## src/rtl/serial_addsub_sched_pkg.sv

```systemverilog
// Shared types for the two-client bit-serial add/subtract scheduler:
// FSM states, client index and round-robin reset value.
package serial_sched_pkg;

  typedef enum logic [1:0] {
    IDLE  = 2'd0,
    SHIFT = 2'd1,
    DONE  = 2'd2
  } state_t;

  typedef logic client_t;

  localparam client_t CLIENT0  = 1'b0;
  localparam client_t CLIENT1  = 1'b1;
  localparam client_t RR_RESET = CLIENT0;

  // One-hot encoding of a client index onto the gnt/done buses
  function automatic logic [1:0] client_onehot(input client_t c);
    logic [1:0] oh;
    oh = 2'b00;
    case (c)
      CLIENT0: oh = 2'b01;
      CLIENT1: oh = 2'b10;
      default: oh = 2'b00;
    endcase
    return oh;
  endfunction

endpackage

```

## src/rtl/serial_addsub_sched_slice.sv

```systemverilog
// One full-adder cell with its carry flop; also keeps the carry that fed
// the most recent bit so the top can form signed overflow after the MSB.
module serial_add_slice (
  input  logic clk,
  input  logic clrb,
  input  logic a_bit,
  input  logic b_bit,
  input  logic inv_b,
  input  logic load,
  input  logic load_val,
  input  logic en,
  output logic sum_bit,
  output logic carry,
  output logic carry_in_q
);

  logic carry_r;
  logic carry_in_r;
  logic b_eff_s;
  logic fa_cout_s;

  assign b_eff_s    = b_bit ^ inv_b;
  assign sum_bit    = a_bit ^ b_eff_s ^ carry_r;
  assign fa_cout_s  = (a_bit & b_eff_s) | (carry_r & (a_bit ^ b_eff_s));
  assign carry      = carry_r;
  assign carry_in_q = carry_in_r;

  // Carry flop: preset on load (carry-in 1 for subtract), advance per bit
  always_ff @(posedge clk) begin
    if (!clrb) begin
      carry_r    <= 1'b0;
      carry_in_r <= 1'b0;
    end else if (load) begin
      carry_r    <= load_val;
      carry_in_r <= 1'b0;
    end else if (en) begin
      carry_r    <= fa_cout_s;
      carry_in_r <= carry_r;
    end else begin
      carry_r    <= carry_r;
      carry_in_r <= carry_in_r;
    end
  end

endmodule

```

## src/rtl/serial_addsub_sched.sv

```systemverilog
// Round-robin scheduler for two clients sharing one bit-serial adder.
// Operands are captured at grant and shifted LSB-first over WIDTH cycles.
module serial_addsub_sched
  import serial_sched_pkg::*;
#(
  parameter int WIDTH = 16
) (
  input  logic             CLK,
  input  logic             CLRB,
  input  logic             req0,
  input  logic [WIDTH-1:0] a0,
  input  logic [WIDTH-1:0] b0,
  input  logic             sub0,
  input  logic             req1,
  input  logic [WIDTH-1:0] a1,
  input  logic [WIDTH-1:0] b1,
  input  logic             sub1,
  output logic [1:0]       gnt,
  output logic [1:0]       done,
  output logic             busy,
  output logic [WIDTH-1:0] result,
  output logic             cout,
  output logic             ovf
);

  localparam int CNT_W = $clog2(WIDTH + 1);

  state_t           state_r;
  logic [WIDTH-1:0] a_sr_r;
  logic [WIDTH-1:0] b_sr_r;
  logic [WIDTH-1:0] res_sr_r;
  logic             op_r;
  client_t          owner_r;
  client_t          favour_r;
  logic [CNT_W-1:0] count_r;

  logic             grant_s;
  client_t          sel_s;
  logic             sel_sub_s;
  logic             sum_bit_s;
  logic             carry_s;
  logic             c_msb_in_s;

  // Arbitration: a lone request wins, a tie goes to the favoured client
  always_comb begin
    grant_s = 1'b0;
    sel_s   = favour_r;
    if (state_r == IDLE) begin
      if (req0 && req1) begin
        grant_s = 1'b1;
        sel_s   = favour_r;
      end else if (req0) begin
        grant_s = 1'b1;
        sel_s   = CLIENT0;
      end else if (req1) begin
        grant_s = 1'b1;
        sel_s   = CLIENT1;
      end else begin
        grant_s = 1'b0;
        sel_s   = favour_r;
      end
    end else begin
      grant_s = 1'b0;
      sel_s   = favour_r;
    end
  end

  assign sel_sub_s = (sel_s == CLIENT1) ? sub1 : sub0;

  serial_add_slice u_slice (
    .clk        (CLK),
    .clrb       (CLRB),
    .a_bit      (a_sr_r[0]),
    .b_bit      (b_sr_r[0]),
    .inv_b      (op_r),
    .load       (grant_s),
    .load_val   (sel_sub_s),
    .en         (state_r == SHIFT),
    .sum_bit    (sum_bit_s),
    .carry      (carry_s),
    .carry_in_q (c_msb_in_s)
  );

  // Sequencer: grant/load, WIDTH shift cycles, then publish the result
  always_ff @(posedge CLK) begin
    if (!CLRB) begin
      state_r  <= IDLE;
      a_sr_r   <= {WIDTH{1'b0}};
      b_sr_r   <= {WIDTH{1'b0}};
      res_sr_r <= {WIDTH{1'b0}};
      op_r     <= 1'b0;
      owner_r  <= RR_RESET;
      favour_r <= RR_RESET;
      count_r  <= {CNT_W{1'b0}};
      gnt      <= 2'b00;
      done     <= 2'b00;
      busy     <= 1'b0;
      result   <= {WIDTH{1'b0}};
      cout     <= 1'b0;
      ovf      <= 1'b0;
    end else begin
      gnt  <= 2'b00;
      done <= 2'b00;
      case (state_r)
        IDLE: begin
          if (grant_s) begin
            a_sr_r  <= (sel_s == CLIENT1) ? a1 : a0;
            b_sr_r  <= (sel_s == CLIENT1) ? b1 : b0;
            op_r    <= sel_sub_s;
            owner_r <= sel_s;
            count_r <= {CNT_W{1'b0}};
            gnt     <= client_onehot(sel_s);
            busy    <= 1'b1;
            state_r <= SHIFT;
          end else begin
            busy    <= 1'b0;
            state_r <= IDLE;
          end
        end
        SHIFT: begin
          a_sr_r   <= {1'b0, a_sr_r[WIDTH-1:1]};
          b_sr_r   <= {1'b0, b_sr_r[WIDTH-1:1]};
          res_sr_r <= {sum_bit_s, res_sr_r[WIDTH-1:1]};
          count_r  <= count_r + CNT_W'(1);
          if (count_r == CNT_W'(WIDTH - 1)) begin
            state_r <= DONE;
          end else begin
            state_r <= SHIFT;
          end
        end
        DONE: begin
          result   <= res_sr_r;
          cout     <= carry_s;
          ovf      <= c_msb_in_s ^ carry_s;
          done     <= client_onehot(owner_r);
          favour_r <= ~owner_r;
          busy     <= 1'b0;
          state_r  <= IDLE;
        end
        default: begin
          busy    <= 1'b0;
          state_r <= IDLE;
        end
      endcase
    end
  end

endmodule
```

## config.mk

```make
export PLATFORM = sky130hd
export DESIGN_NAME = serial_addsub_sched
export DESIGN_NICKNAME = d
export VERILOG_FILES = /design/src/rtl/serial_addsub_sched_pkg.sv /design/src/rtl/serial_addsub_sched_slice.sv /design/src/rtl/serial_addsub_sched.sv
export SDC_FILE = /design/constraint.sdc
export NUM_CORES = 1
export LEC_CHECK = 0
export CORE_ASPECT_RATIO = 1.4
export CORE_UTILIZATION = 43
export DETAILED_ROUTE_END_ITERATION = 8
export HOLD_SLACK_MARGIN = 0.1
export PLACE_DENSITY = 0.76
export SLEW_MARGIN = 20
export SYNTH_ARGS = -nofsm -noshare
export SYNTH_HDL_FRONTEND = slang
export SYNTH_SLANG_ARGS = --single-unit
```

## constraint.sdc

```tcl
create_clock -name CLK -period 1.7 [get_ports CLK]
set_clock_uncertainty 0.15 [all_clocks]
set_input_delay 0.51 -clock CLK [delete_from_list [all_inputs] [get_ports CLK]]
set_output_delay 0.51 -clock CLK [all_outputs]
set_load 0.01 [all_outputs]
```

# Word-level counts from Yosys, hierarchy flattened
# Cells that the tools add are included.
dict set report word_totals {
  mem_count 0
  latchBits 0
  romBits 0
  output_inout_bits 23
  register_bits 83
  mem_bits_rw 0
  input_bits 70
}
dict set report op_classes {
  bitwise 10
  n_eq_ne 4
  div 0
  addsub 1
  n_mul 0
  order_cmp 0
  mux 26
  n_reduce_logical 9
  shifts 0
}
# op count
set op_table {}
lappend op_table {{$mux 16} 4}
lappend op_table {{$pmux 16 s2} 2}
lappend op_table {{$mux 1} 13}
lappend op_table {{$pmux 2 s2} 3}
lappend op_table {{$pmux 5 s2} 1}
lappend op_table {{$reduce_and 2->1} 3}
lappend op_table {{$add 5x1->5 const B} 1}
lappend op_table {{$eq 5x4->1 const B} 1}
lappend op_table {{$mux 5} 1}
lappend op_table {{$reduce_bool 2->1} 2}
lappend op_table {{$xor 1x1->1} 4}
lappend op_table {{$not 1->1} 3}
lappend op_table {{$reduce_and 3->1} 1}
lappend op_table {{$and 1x1->1} 2}
lappend op_table {{$eq 2x1->1 const B} 1}
lappend op_table {{$eq 2x2->1 const B} 1}
lappend op_table {{$logic_not 2->1} 1}
lappend op_table {{$mux 2} 1}
lappend op_table {{$ne 2x2->1 const B} 1}
lappend op_table {{$pmux 1 s2} 1}
lappend op_table {{$reduce_or 2->1} 1}
lappend op_table {{$logic_and 1x1->1} 1}
lappend op_table {{$or 1x1->1} 1}

# Depth between registers and ports, before layout
# Gate-level depths: netlist of the first run.
dict set report depth {
  depth_word 7
  mapped_depth 6
}

# Modules after synthesis
# A second synthesis of the first run with hierarchy kept.
dict set report hier_totals {
  hier_cells 377
  hier_area_um2 3270.6
}
# module cells_each area_each_um2 n_inst
set by_module_without_submodules {}
lappend by_module_without_submodules {serial_addsub_sched 363 3135.5 1}
lappend by_module_without_submodules {serial_add_slice 14 135.1 1}

# Worst setup path before layout of the first run
# OpenSTA, ideal clock, no wires.
dict set report synth_path {
  kind {input -> register}
  from {in req0}
  to {reg a_sr_r[0]}
  setup_ps 127
  stages 6
  slack_ps -12
  t_arrival_ps 1435
  required_time_ps 1423
  cell_sequence {buf_4 > a21boi_1 > nor3b_2 > buf_2 > a222oi_1 > nand2_1}
}
dict set report synth_via {
  elab_chain_cells 6
}
# element line
set synth_lines {}
lappend synth_lines {{start, declared} serial_addsub_sched.sv:10} ;# input logic req0,
lappend synth_lines {{$mux 1 or $logic_and 1x1->1 (tied branches)} {serial_addsub_sched.sv:52, serial_addsub_sched.sv:49}}
lappend synth_lines {{$mux 1} serial_addsub_sched.sv:49} ;# if (req0 && req1) begin
lappend synth_lines {{$mux 1} serial_addsub_sched.sv:48} ;# if (state_r == IDLE) begin
lappend synth_lines {{$mux 16} serial_addsub_sched.sv:107} ;# a_sr_r <= (sel_s == CLIENT1) ? a1 : a0;
lappend synth_lines {{$mux 16} serial_addsub_sched.sv:106} ;# if (grant_s) begin
lappend synth_lines {{$pmux 16 s2} serial_addsub_sched.sv:104} ;# case (state_r)
lappend synth_lines {{end signal, assigned} serial_addsub_sched.sv:88} ;# a_sr_r <= {WIDTH{1'b0}};
lappend synth_lines {{end signal, assigned} serial_addsub_sched.sv:107}
lappend synth_lines {{end signal, assigned} serial_addsub_sched.sv:121} ;# a_sr_r <= {1'b0, a_sr_r[WIDTH-1:1]};
lappend synth_lines {{end, declared} serial_addsub_sched.sv:29} ;# logic [WIDTH-1:0] a_sr_r;
# Parallel ways exist; a longest one is shown, timed or not. The select of a mux whose other input is x is not followed.
# A chain may end at the register's enable or synchronous reset.

==> impl_metrics.py, run 1 <==
metrics = {
    "yosys": {
        "yosysWarnings": 0,
        "synth_seq_area_share_pct": 51.14,
        "yosysUniqueCellTypes": 40,
        "synth_top_family_by_area": "simple AND/OR/NAND/NOR gates",
        "synth-edff-count": 0,
        "synth_commonest_cells": "nand2_1 (128), dfxtp_1 (83), a21oi_1 (41), a222oi_1 (30), nor2_1 (13)",
        "yosysTopAreaCell": "dfxtp_1",
        "synth.avg_cell_area_um2": 8.735,
        "ys.flop_type": "dfxtp_1",
        "muxShareOfSynthArea_pct": 0,
        "yosys.area_share.simple_pct": 21.22,
        "syn_area_mm2": 0.003249,
        "syn_inst": 372,
        "synth_seq_cells": 83,
        "netlist.area_leader.share_pct": 51.14,
        "yosys-top-cells-area": "dfxtp_1 (51%), nand2_1 (15%), a222oi_1 (9.2%), a21oi_1 (6.3%), buf_2 (1.8%)",
        "synth_most_common_cell": "nand2_1",
        "syn_nets": 445,
        "synthArstFlopShare_pct": 0,
        "synthAdderAreaFrac_pct": 1.694,
        "synth_compound_area_share_pct": 19.87,
        "yosys.area_share.xor_xnor_pct": 0.5391,
    },
    "timing": {
        "min_period_ns": 1.636,
        "slew_viol_final": 0,
        "rsz0062_at_grt": "true",
        "max-slew-margin-rel_pct": 71.41,
        "whs_ns": 0.2979,
        "fmax_ghz": 0.6113,
        "finalCritPeriodShare_pct": 96.23,
        "setup_violations": 0,
        "worst_slew_pin_slew_ns": 0.4278,
        "hold_viol": 0,
    },
    "final_layout": {
        "final_nets": 555,
        "final-seq-area_mm2": 0.001667,
        "area_growth_syn_to_layout_pct": 45.75,
        "final_cells": 583,
        "multi_input_area_mm2": 0.001444,
        "stdcell_area_mm2": 0.004736,
        "num-fill-cells": 635,
        "layout-drive-gt1-share_pct": 12.96,
        "diodes": 0,
    },
    "cts": {
        "clk_latency_ns": 0.35,
        "path_clk_slew_ns": 0.08,
        "cts_root_buf": "clkbuf_8",
        "cts_tree": "yes",
        "numCtsBuffers": 9,
        "ctsHtreeMaxLevel": 3,
        "clock_sinks": 83,
        "clockBufferDepth": 2,
    },
    "global_route": {
        "grt_usage_pct": 22.71,
        "gr-total-overflow": 0,
        "grt_pass1_vias": 3057,
        "grt_max_degree": 43,
        "antenna_found_initial": 0,
        "grt_pass1_wl_um": 13870,
    },
    "floorplanning": {
        "io_pins": 93,
        "die_width_um": 75.47,
        "num_rows": 37,
        "die-area_mm2": 0.007913,
        "die_y_um": 104.9,
        "core_mm2": 0.007315,
        "initial_core_util_pct": 44.42,
    },
    "flow_run": {
        "maxCapViolCount": 0,
    },
    "worst_hold_path": {
        "hold_path.class": "reg -> reg",
        "min_from": "a_sr_r[0]$_SDFFE_PN0P_",
    },
    "critical_path": {
        "crit_required_ns": 1.78,
        "worstSetupStartpoint": "CLRB",
        "critPathLaunchType": "input pin",
        "critPathCaptureType": "register",
        "cp_max_fo": 9,
        "r2r_start": "favour_r$_SDFFE_PN0N_",
        "worstPathArrival_ns": 1.72,
        "path_class": "in -> reg",
    },
    "routing": {
        "drc_errors": 0,
        "vias_per_cell": 5.242,
        "ant_nets": 0,
        "wire_per_inst_um": 13.92,
        "routed_wl_um": 8117,
        "vias": 3056,
        "drtIter0Drc": 287,
        "first_pass_iters": 8,
    },
    "power_and_ir_drop": {
        "power_leakage_nw": 1.951,
        "irDropWorstVdd_mv": 0.5389,
        "total_power_mw": 4.249,
        "powerDensity_mw_per_mm2": 897.3,
    },
    "placement": {
        "placed_area_mm2": 0.004335,
        "place_inst": 552,
        "portBuffers": 92,
        "globalplace.congestion": 0.7671,
        "dpl.hpwl_um": 5068,
    },
    "run_status": {
        "outcome": "finished clean",
    },
}
==> final cells by class <==
class | count | share of cell area [%]
clock buffer | 11 | 2.985
tap | 97 | 2.563
inverter | 7 | 0.5548
clock inverter | 4 | 2.087
sequential | 83 | 35.19
timing repair buffer | 125 | 26.13
multi-input combinational | 256 | 30.49
==> sequential cells by signal, summed over array words and instances, names as in the netlist, 2 cells and up <==
signal / flops
a_sr_r: 16
b_sr_r: 16
res_sr_r: 16
result: 16
count_r: 5
done: 2
gnt: 2
state_r: 2
==> final timing paths <==
check                                              end  slack [ns]  depth (start not counted)
worst max register to register  a_sr_r[2]$_SDFFE_PN0P_        0.07                          6
worst max-delay path            a_sr_r[2]$_SDFFE_PN0P_        0.06                          8
worst min-delay path            a_sr_r[0]$_SDFFE_PN0P_        0.30                          2
worst min register to register  a_sr_r[0]$_SDFFE_PN0P_        0.30                          2
==> per-stage QoR <==
stage          setup slack, ns  TNS [ns]  utilization (%)
5_1_grt               -0.02762  -0.05006            64.75
3_3_place_gp           -0.8127    -32.45            59.27
3_5_place_dp           -0.8557    -34.10            59.27
2_1_floorplan         0.005029         0                -
6_report               0.06407         0            64.75
4_1_cts               -0.02711  -0.02927            64.63
==> cells in the final DEF (no fill, tap or decap), drive strengths merged, types with 3 or more instances in the layout <==
| cell type | count |
|---|---|
| nand2 | 128 |
| dfxtp | 83 |
| clkdlybuf4s50 | 66 |
| a21oi | 41 |
| buf | 33 |
| a222oi | 30 |
| dlygate4sd2 | 23 |
| nor2 | 14 |
| clkbuf | 11 |
| inv | 7 |
| nand2b | 4 |
| and3 | 3 |
| nor2b | 3 |
| a211oi | 3 |
| bufinv | 3 |
| clkdlybuf4s15 | 3 |
==> power by group <==
| group | internal, mW | switching [mW] | leakage (nW) |
|---|---|---|---|
| Clock | 1.01 | 0.698 | 0.120 |
| Combinational | 0.278 | 0.197 | 1.15 |
| Sequential | 2.02 | 0.0458 | 0.677 |
==> cells by family (layout without fill, tap and decap cells) <==
| logic type | after synthesis | in the layout |
|---|---|---|
| fa+ha+maj | 4 | 4 |
| flops | 83 | 83 |
| simple gates | 161 | 162 |
| compound gates | 88 | 88 |
| xor+xnor | 2 | 2 |
| buf+inv | 34 | 147 |
==> routing by layer <==
metal / vias up / global-route usage (%) / wire, µm
met5: - / 0 / 0
met1: 1410 / 27.18 / 3317
met2: 116 / 37.37 / 4202
li1: 1524 / - / -
met3: 6 / 7.425 / 529
met4: 0 / 7.672 / 68
==> repair_timing <==
action / 4_1_cts / 5_1_grt
pin swaps: 18 / 15
endpoints found under the setup margin: 62 / 22
hold buffers: 0 / 0
setup buffers: 9 / 6
resized for setup: 43 / 2
cloned: 2 / 1
==> worst max-delay path, stage by stage <==
cell and delay (ns):
clkdlybuf4s15_2 0.21, buf_6 0.13, nand2b_4 0.07, nor4b_4 0.05, buf_4 0.15, buf_12 0.14
a222oi_1 0.36, nand2_1 0.09
Note: power is estimated with default switching activity, not from simulation.
==> inputs of run 2 (changes only) <==
--- a/config.mk
+++ b/config.mk
@@ -5,6 +5,7 @@
 export SDC_FILE = /design/constraint.sdc
 export NUM_CORES = 1
 export LEC_CHECK = 0
+export CAP_MARGIN = 10
 export CORE_ASPECT_RATIO = 1.4
 export CORE_UTILIZATION = 43
 export DETAILED_ROUTE_END_ITERATION = 8
==> results of run 2 <==
Final layout, timing and power as in run 1 (identical DEF).
==> inputs of run 3 (changes only) <==
--- a/config.mk
+++ b/config.mk
@@ -7,10 +7,10 @@
 export LEC_CHECK = 0
 export CAP_MARGIN = 10
 export CORE_ASPECT_RATIO = 1.4
-export CORE_UTILIZATION = 43
+export CORE_UTILIZATION = 47
 export DETAILED_ROUTE_END_ITERATION = 8
-export HOLD_SLACK_MARGIN = 0.1
-export PLACE_DENSITY = 0.76
+export HOLD_SLACK_MARGIN = 0.12
+export PLACE_DENSITY = 0.79
 export SLEW_MARGIN = 20
 export SYNTH_ARGS = -nofsm -noshare
 export SYNTH_HDL_FRONTEND = slang
==> constraint.sdc (replaced) <==
create_clock -name CLK -period 1.55 [get_ports CLK]
set_clock_uncertainty 0.15 [all_clocks]
set_input_delay 0.465 -clock CLK [delete_from_list [all_inputs] [get_ports CLK]]
set_output_delay 0.465 -clock CLK [all_outputs]
set_load 0.01 [all_outputs]
==> impl_metrics.py, run 3 (synthesis gave the netlist of run 1 again) <==
metrics = {
    "run_status": {
        "outcome": "finished, violations left",
        "failed_checks": "setup timing",
    },
    "final_layout": {
        "final_nets": 556,
        "final_cell_mix": "nand2_1 (128), dfxtp_1 (78), clkdlybuf4s50_1 (66)",
        "final_common_cell": "nand2_1",
        "area_growth_syn_to_layout_pct": 46.32,
        "diodes": 0,
        "layout-drive-gt1-share_pct": 19.26,
        "num-fill-cells": 511,
    },
    "routing": {
        "vias_per_cell": 5.426,
        "drtIter0Drc": 338,
        "wire_per_inst_um": 14.40,
        "routed_wl_um": 8351,
        "drc_errors": 0,
        "ant_nets": 0,
        "vias": 3147,
        "first_pass_iters": 8,
    },
    "global_route": {
        "grt_pass1_vias": 3023,
        "gr-total-overflow": 0,
        "grt_max_degree": 43,
        "antenna_found_initial": 0,
        "grt_usage_pct": 24.23,
        "grt_pass1_wl_um": 13880,
    },
    "timing": {
        "max-slew-margin-rel_pct": 54.57,
        "fmax_ghz": 0.6102,
        "worst_slew_pin_slew_ns": 0.6798,
        "slew_viol_final": 0,
        "min_period_ns": 1.639,
        "hold_viol": 0,
        "finalCritPeriodShare_pct": 105.7,
        "setup_violations": 31,
        "rsz0062_at_grt": "true",
        "fin_ws_ns": -0.08884,
        "whs_ns": 0.2901,
    },
    "critical_path": {
        "worstPathArrival_ns": 1.73,
        "critPathLaunchType": "input pin",
        "r2r.worst_path.cells": 7,
        "path_class": "in -> reg",
        "critPathCaptureType": "register",
        "cp_max_fo": 8,
        "crit_required_ns": 1.64,
    },
    "placement": {
        "globalplace.congestion": 0.8267,
        "portBuffers": 92,
        "pre_cts_slack_ns": -0.9419,
        "dpl.hpwl_um": 5094,
    },
    "cts": {
        "ctsHtreeMaxLevel": 3,
        "path_clk_slew_ns": 0.09,
        "cts_root_buf": "clkbuf_8",
        "clk_latency_ns": 0.35,
        "clockBufferDepth": 2,
        "clock_sinks": 83,
        "cts_tree": "yes",
        "cts_hold_buffers": 0,
        "numCtsBuffers": 9,
    },
    "floorplanning": {
        "core_mm2": 0.006613,
        "initial_core_util_pct": 49.14,
        "die-area_mm2": 0.007254,
        "io_pins": 93,
        "num_rows": 35,
        "die_y_um": 100.4,
        "die_width_um": 72.27,
    },
    "power_and_ir_drop": {
        "irDropWorstVdd_mv": 0.6197,
        "power_leakage_nw": 1.903,
        "powerDensity_mw_per_mm2": 992.4,
    },
    "worst_hold_path": {
        "holdPathStages": 2,
        "hold_path.class": "reg -> reg",
    },
    "flow_run": {
        "maxCapViolCount": 0,
    },
}
run 3: worst max-delay path: stages:
cell             delay (ns)
clkdlybuf4s15_1        0.30
inv_2                  0.15
nor4b_4                0.06
buf_6                  0.14
buf_12                 0.14
a222oi_1               0.38
nand2_1                0.09
run 3: through the flow:
step                util [%]  setup TNS [ns]  instance area (µm²)  instances  power [mW]
floorplan                  -          -2.476                 3278        372       2.530
global placement       65.92          -40.24                 4359        551       2.780
detailed placement     65.92          -43.29                 4359        551       2.793
CTS                    73.25          -2.932                 4843        583       4.708
global route           71.90          -3.826                 4755        580       4.882
finish                 71.90          -1.343                 4755        580       4.719
run 3: layout make-up:
type | instances | area, µm² | area share (%)
inverter | 7 | 26.28 | 0.5526
timing repair buffer | 127 | 1222 | 25.71
clock inverter | 6 | 111.4 | 2.342
tap | 92 | 115.1 | 2.421
clock buffer | 10 | 137.6 | 2.895
sequential | 83 | 1668 | 35.08
multi-input combinational | 255 | 1474 | 31.00
run 3: report_power, final:
part / switching, mW / total, mW / internal, mW
Combinational: 0.223 / 0.533 / 0.310
Clock: 0.800 / 1.92 / 1.12
Sequential: 0.0514 / 2.27 / 2.22
Total: 1.07 / 4.72 / 3.64
run 3: layer usage:
metal	global-route usage (%)	vias up	wire, µm
met3	6.627	15	563
met1	27.89	1478	3295
li1	-	1525	-
met4	10.11	0	176
met5	0	-	0
met2	41.77	129	4315
run 3: final timing paths:
kind | slack [ns] | endpoint | startpoint
worst max register to register | -0.08 | a_sr_r[7]$_SDFFE_PN0P_ | state_r[1]$_SDFF_PN0_
worst max-delay path | -0.09 | a_sr_r[11]$_SDFFE_PN0P_ | req1
worst min register to register | 0.29 | b_sr_r[7]$_SDFFE_PN0P_ | b_sr_r[7]$_SDFFE_PN0P_
worst min-delay path | 0.29 | b_sr_r[7]$_SDFFE_PN0P_ | b_sr_r[7]$_SDFFE_PN0P_
run 3: what timing repair did:
| item | in CTS | in global routing |
|---|---|---|
| buffers inserted | 13 | 2 |
| endpoints found under the setup margin | 68 | 85 |
| cloned | 3 | 0 |
| pin swaps | 29 | 24 |
| gates resized for setup | 65 | 39 |
